--- src/rtl/fpdiv_pkg.sv ---
// Shared definitions for the sequential single-precision divider controller.
// Holds FSM encoding, divider constants and IEEE754 operand field helpers.
package fpdiv_pkg;

   typedef enum logic [1:0] {
      IDLE = 2'd0,
      ITER = 2'd1,
      NORM = 2'd2
   } state_t;

   localparam int          BIAS   = 127;
   localparam int          ITER_N = 24;
   localparam logic [31:0] QNAN   = 32'h7FC0_0000;

   // Denormals have exp=0 and are flushed, so they classify as zero.
   function automatic logic fp_is_zero(input logic [31:0] v);
      return v[30:23] == 8'h00;
   endfunction

   function automatic logic fp_is_inf(input logic [31:0] v);
      return (v[30:23] == 8'hFF) && (v[22:0] == 23'd0);
   endfunction

   function automatic logic fp_is_nan(input logic [31:0] v);
      return (v[30:23] == 8'hFF) && (v[22:0] != 23'd0);
   endfunction

endpackage

--- src/rtl/fpdiv_special.sv ---
// Combinational operand classifier: flags pairs that bypass the iterative
// datapath and supplies their final quotient.
module fpdiv_special
   import fpdiv_pkg::*;
(
   input  logic [31:0] a,
   input  logic [31:0] b,
   output logic        is_special,
   output logic [31:0] special_result
);

   logic a_zero, a_inf, a_nan;
   logic b_zero, b_inf, b_nan;
   logic sign;

   assign a_zero = fp_is_zero(a);
   assign a_inf  = fp_is_inf(a);
   assign a_nan  = fp_is_nan(a);
   assign b_zero = fp_is_zero(b);
   assign b_inf  = fp_is_inf(b);
   assign b_nan  = fp_is_nan(b);
   assign sign   = a[31] ^ b[31];

   always_comb begin
      is_special     = 1'b0;
      special_result = 32'd0;
      if (a_nan || b_nan || (a_zero && b_zero) || (a_inf && b_inf)) begin
         is_special     = 1'b1;
         special_result = QNAN;
      end else if (a_inf || b_zero) begin
         is_special     = 1'b1;
         special_result = {sign, 8'hFF, 23'd0};
      end else if (a_zero || b_inf) begin
         is_special     = 1'b1;
         special_result = {sign, 31'd0};
      end
   end

endmodule

--- src/rtl/fpdiv_seq_ctrl.sv ---
// Sequential IEEE754 single divider: one restoring quotient bit per clock,
// truncating, with a single-cycle bypass for special operand pairs.
//
// state | meaning
// IDLE  | waiting for start; special pairs complete here in one edge
// ITER  | restoring division, one quotient bit per edge (24 edges)
// NORM  | normalize quotient, compute exponent, register result
module fpdiv_seq_ctrl
   import fpdiv_pkg::*;
(
   input  logic        clk,
   input  logic        rst,
   input  logic        start,
   input  logic [31:0] A,
   input  logic [31:0] B,
   output logic        busy,
   output logic        done,
   output logic [31:0] result,
   output logic        overflow,
   output logic        underflow
);

   state_t      state, state_nxt;
   logic [4:0]  cnt;
   logic [25:0] rem;
   logic [23:0] quo;
   logic [7:0]  exp_a, exp_b;
   logic [22:0] frac_b;
   logic        sign;

   logic        is_special;
   logic [31:0] special_result;

   logic [25:0] div_ext;
   logic        rem_ge;
   logic [25:0] rem_sub;
   logic        shift;
   logic [22:0] mant;
   logic [9:0]  exp_raw;
   logic        exp_under, exp_over;

   fpdiv_special u_special (
      .a              (A),
      .b              (B),
      .is_special     (is_special),
      .special_result (special_result)
   );

   assign div_ext = {2'b00, 1'b1, frac_b};
   assign rem_ge  = rem >= div_ext;
   assign rem_sub = rem_ge ? (rem - div_ext) : rem;

   // Quotient of two [1,2) mantissas lies in (0.5,2): at most one left shift.
   assign shift     = ~quo[23];
   assign mant      = quo[23] ? quo[22:0] : {quo[21:0], 1'b0};
   assign exp_raw   = {2'b00, exp_a} - {2'b00, exp_b} + 10'(BIAS) - {9'd0, shift};
   assign exp_under = exp_raw[9] || (exp_raw == 10'd0);
   assign exp_over  = !exp_raw[9] && (exp_raw >= 10'd255);

   assign busy = (state != IDLE);

   always_ff @(posedge clk or posedge rst) begin
      if (rst) state <= IDLE;
      else     state <= state_nxt;
   end

   always_comb begin
      state_nxt = state;
      case (state)
         IDLE: if (start && !is_special) state_nxt = ITER;
         ITER: if (cnt == 5'(ITER_N - 1)) state_nxt = NORM;
         NORM: state_nxt = IDLE;
         default: state_nxt = IDLE;
      endcase
   end

   always_ff @(posedge clk or posedge rst) begin
      if (rst) begin
         cnt       <= '0;
         rem       <= '0;
         quo       <= '0;
         exp_a     <= '0;
         exp_b     <= '0;
         frac_b    <= '0;
         sign      <= 1'b0;
         done      <= 1'b0;
         result    <= '0;
         overflow  <= 1'b0;
         underflow <= 1'b0;
      end else begin
         done <= 1'b0;
         case (state)
            IDLE: begin
               if (start) begin
                  if (is_special) begin
                     result    <= special_result;
                     overflow  <= 1'b0;
                     underflow <= 1'b0;
                     done      <= 1'b1;
                  end else begin
                     sign   <= A[31] ^ B[31];
                     exp_a  <= A[30:23];
                     exp_b  <= B[30:23];
                     frac_b <= B[22:0];
                     rem    <= {2'b00, 1'b1, A[22:0]};
                     quo    <= '0;
                     cnt    <= '0;
                  end
               end
            end
            ITER: begin
               quo <= {quo[22:0], rem_ge};
               rem <= {rem_sub[24:0], 1'b0};
               cnt <= cnt + 5'd1;
            end
            NORM: begin
               cnt  <= '0;
               done <= 1'b1;
               if (exp_under) begin
                  result    <= {sign, 31'd0};
                  overflow  <= 1'b0;
                  underflow <= 1'b1;
               end else if (exp_over) begin
                  result    <= {sign, 8'hFF, 23'd0};
                  overflow  <= 1'b1;
                  underflow <= 1'b0;
               end else begin
                  result    <= {sign, exp_raw[7:0], mant};
                  overflow  <= 1'b0;
                  underflow <= 1'b0;
               end
            end
            default: ;
         endcase
      end
   end

endmodule
--- config.mk ---
export PLATFORM = sky130hd
export DESIGN_NAME = fpdiv_seq_ctrl
export DESIGN_NICKNAME = d
export VERILOG_FILES = /design/src/rtl/fpdiv_pkg.sv /design/src/rtl/fpdiv_special.sv /design/src/rtl/fpdiv_seq_ctrl.sv
export SDC_FILE = /design/constraint.sdc
export NUM_CORES = 1
export LEC_CHECK = 0
export ABC_AREA = 0
export BUFFER_PORTS_ARGS = -buffer_cell sky130_fd_sc_hd__buf_2
export CAP_MARGIN = 20
export CORE_MARGIN = 8
export CORE_UTILIZATION = 55
export CTS_BUF_LIST = sky130_fd_sc_hd__clkbuf_8
export CTS_CLUSTER_DIAMETER = 40
export CTS_CLUSTER_SIZE = 24
export DETAILED_ROUTE_END_ITERATION = 7
export PLACE_DENSITY = 0.87
export SLEW_MARGIN = 20
export SYNTH_ARGS = -nofsm -noshare
export SYNTH_HDL_FRONTEND = slang
export SYNTH_SLANG_ARGS = --single-unit
--- constraint.sdc ---
create_clock -name clk -period 11.9 [get_ports clk]
set_input_delay 2.38 -clock clk [delete_from_list [all_inputs] [get_ports clk]]
set_output_delay 2.38 -clock clk [all_outputs]
set_load 0.005 [all_outputs]
==> results.md <==
- Clock Skews: 0.01175 ns
- Die Y: 135.1 um
- Routed wire length: 19370 um
- Final setup fails: 0
- Reg2reg start: exp_a[0]
- Share of cells above drive strength 1: 16.98%
- Post-CTS resize count: 0
- H-tree lvl count: 4
- ANT nets after route: 0
- Pre-antenna DRT Iters: 5
- Worst reg2reg setup slack: 7.42 ns
- Post-synthesis mux area share: 4.942%
- Post-synthesis compound-gate area fraction: 21.26%
- Clk root buf: clkbuf_8
- Status: finished, final reports clean
- Post-Syn Nets: 969
- Commonest cells post-synth: 132 x dfrtp_1, 132 x nand2_1, 85 x o21ai_0
- Post-Syn Instances: 860
- R2r worst-path depth: 19
- Critical Path Start Type: input port
- Synth unique cells: 66
- First-pass GRT wire length: 32170 um
- Synth area leaders: dfrtp_1 42%, nand2_1 6.4%, ha_1 6.3%
- Rows: 43
- Hold Path Class: reg -> reg
- Largest net degree at the start of global routing: 74
- Num ports: 103
- CP Buf/Inv Count: 2
- Synth top area share: 42.36%
- Crit. End Element: flip-flop
- Crit-path leading delay family: simple AND/OR/NAND/NOR gates
- DP HPWL: 14360 um
- Max Cap Violations: 0
- Antenna Cells: 0
- Final number of max-transition violations: 0
- Post-synth ARST share: 100.0%
- Crit path DAT: 5.19 ns
- Critical-path top delay cell: or2_2
- Core area: 13880 um2
- Gpl congestion: 0.8947
- Final Instance Area: 8831 um2
- Most used DFF post-synth: dfrtp_1
- Grt ovf: 0
- Setup Fix Bufs, Post-CTS: 0
- Yosys reg bits: 132
- Ys Warns: 0
- Tightest Pin Transition: 0.9265 ns
- CTS max path bufs: 2
- Worst Setup Path Type: in -> reg
- Post-synth EDFFs: 0
- Layout Utilization: 63.62%
- Seq/Total Area, Yosys: 42.36%
- Worst rel slew slack: 38.24%
- Drt initial violations: 451
- CP max stage delay: 0.45 ns
- DR vias/cell: 5.905
- Vias in the first global route: 6695
- Crit path launch: B[30]
- DR vias: 6732
- Setup crit end: rem[18]
- Antenna violations before repair: 0
- RSZ-0062 raised after global routing: no
- Crit path max fanout: 25
- Final min period: 4.844 ns
- DR WL/cell: 16.99 um
- Peak Freq: 206.4 MHz
- Stages on worst setup path: 12
- Hold-fix buffers, CTS: 0
- Synth Cell Area: 7797 um2
- Final nets: 1057
- All-Layer GR Usage: 21.90%
- Hold Violations, Final: 0
- Cell repeated most along the worst path: nand2_1
- PortBufs: 102
- Adder-cell area share of the yosys netlist: 7.028%
- Clock latency on the worst-skew pair: 0.46 ns
- Die footprint: 18240 um2
- Starting density of the core: 56.17%
- Total CTS buffers: 17
- Required @ worst endpoint: 12.25 ns
- Largest family of logic cells by synthesized area: compound AO/OA/AOI/OAI gates
- Setup TNS: 0 ns
- Cell Area, Placed: 8434 um2
- CTS tree: yes
- Synth Area in XOR/XNOR: 4.092%
- Avg Cell Area, Syn: 9.067 um2
- Cell taking the most area after synthesis: dfrtp_1
- CTS sink count: 132
- Worst-path cell chain: buf_2 > nor4_1 > nand2_1 > nand2_1 > nor3_1 > and2_1 > nor2_1 > or2_2 > buf_4 > o21ai_0 > nor3b_1 > a311oi_1
- Period Utilization, post-route: 40.71%
- Area Overhead vs Synth: 13.25%
- FF-to-FF End: result[22]
- DRC errors left: 0
- Clock slew at reported path FFs: 0.08 ns
- Post-Synth Simple-Gate Area: 15.50%
- Die W: 135.1 um
## layout by cell type (no fill, tap or decap), types with 3 or more instances in the layout
master,Yosys,final
a21boi_0,4,4
a21o_1,17,17
a21oi_1,44,44
a221oi_1,4,4
a22o_1,24,24
a22oi_1,4,4
a31oi_1,8,8
and3_1,5,4
and4_1,3,3
buf_2,6,102
buf_4,0,7
clkbuf_8,0,18
clkinv_4,0,4
dfrtp_1,132,132
fa_1,3,3
ha_1,39,39
inv_1,58,57
inv_6,0,5
mux2i_1,36,36
nand2_1,132,132
nand2b_1,8,8
nand3_1,3,3
nand4_1,12,12
nor2_1,37,37
nor2b_1,10,9
nor3_1,12,12
nor3b_1,9,9
nor4_1,16,16
o21a_1,6,6
o21ai_0,85,85
o21ai_1,20,20
o221a_2,8,8
o22ai_1,5,5
xnor2_1,16,16
xor2_1,16,16
## per-layer routing
metal	vias up	GRT usage (%)	share of wire [%]
met5	-	0	0
met4	0	7.156	1.9
met3	33	5.981	5.9
met2	211	35.58	48
met1	3227	27.69	44
li1	3261	-	-
## worst min path at each step
stage | from | to | depth (start not counted)
3_5_place_dp | result[5] | result[5] | 2
4_1_cts | result[5] | result[5] | 2
6_report | result[11] | result[11] | 2
5_1_grt | result[2] | result[2] | 2
2_1_floorplan | exp_b[0] | exp_b[0] | 2
3_3_place_gp | result[20] | result[20] | 2
## tightest hold or removal path, delay by kind of cell, from the launching register on
kind	cells	cell delay [ns]
flops	1	0.34
simple gates	1	0.05
compound gates	1	0.06
## sequential cells by signal, indices dropped and copies added, names as in the netlist
name	count
exp_a	8
overflow	1
sign	1
underflow	1
result	32
frac_b	23
quo	24
rem	26
cnt	5
done	1
state	2
exp_b	8
## stage by stage
step	instances	worst slack, ns	hold WS [ns]
after floorplan	860	5.994	0.4497
after global placement	1109	6.802	0.4648
after detailed placement	1109	6.697	0.4715
after CTS	1140	7.117	0.4891
after global routing	1140	6.927	0.5054
final	1140	7.056	0.4828
## cell type report
type | instances | area (um2)
Multi-Input combinational cell | 630 | 4123
Timing Repair Buffer | 109 | 563.0
Clock inverter | 13 | 148.9
Sequential cell | 132 | 3303
Tap cell | 180 | 225.2
Clock buffer | 18 | 247.7
Fill cell | 1165 | 5050
Inverter | 58 | 220.2
## kinds of logic (layout without fill, tap and decap cells)
group / count (synthesis) / in the layout
compound gates: 257 / 257
buf+inv: 98 / 198
mux: 38 / 38
simple gates: 259 / 259
xor+xnor: 34 / 34
flops: 132 / 132
fa+ha+maj: 42 / 42
Power is not shown: default switching activity piles up to over one toggle a cycle in this logic, so the estimate is an artifact.
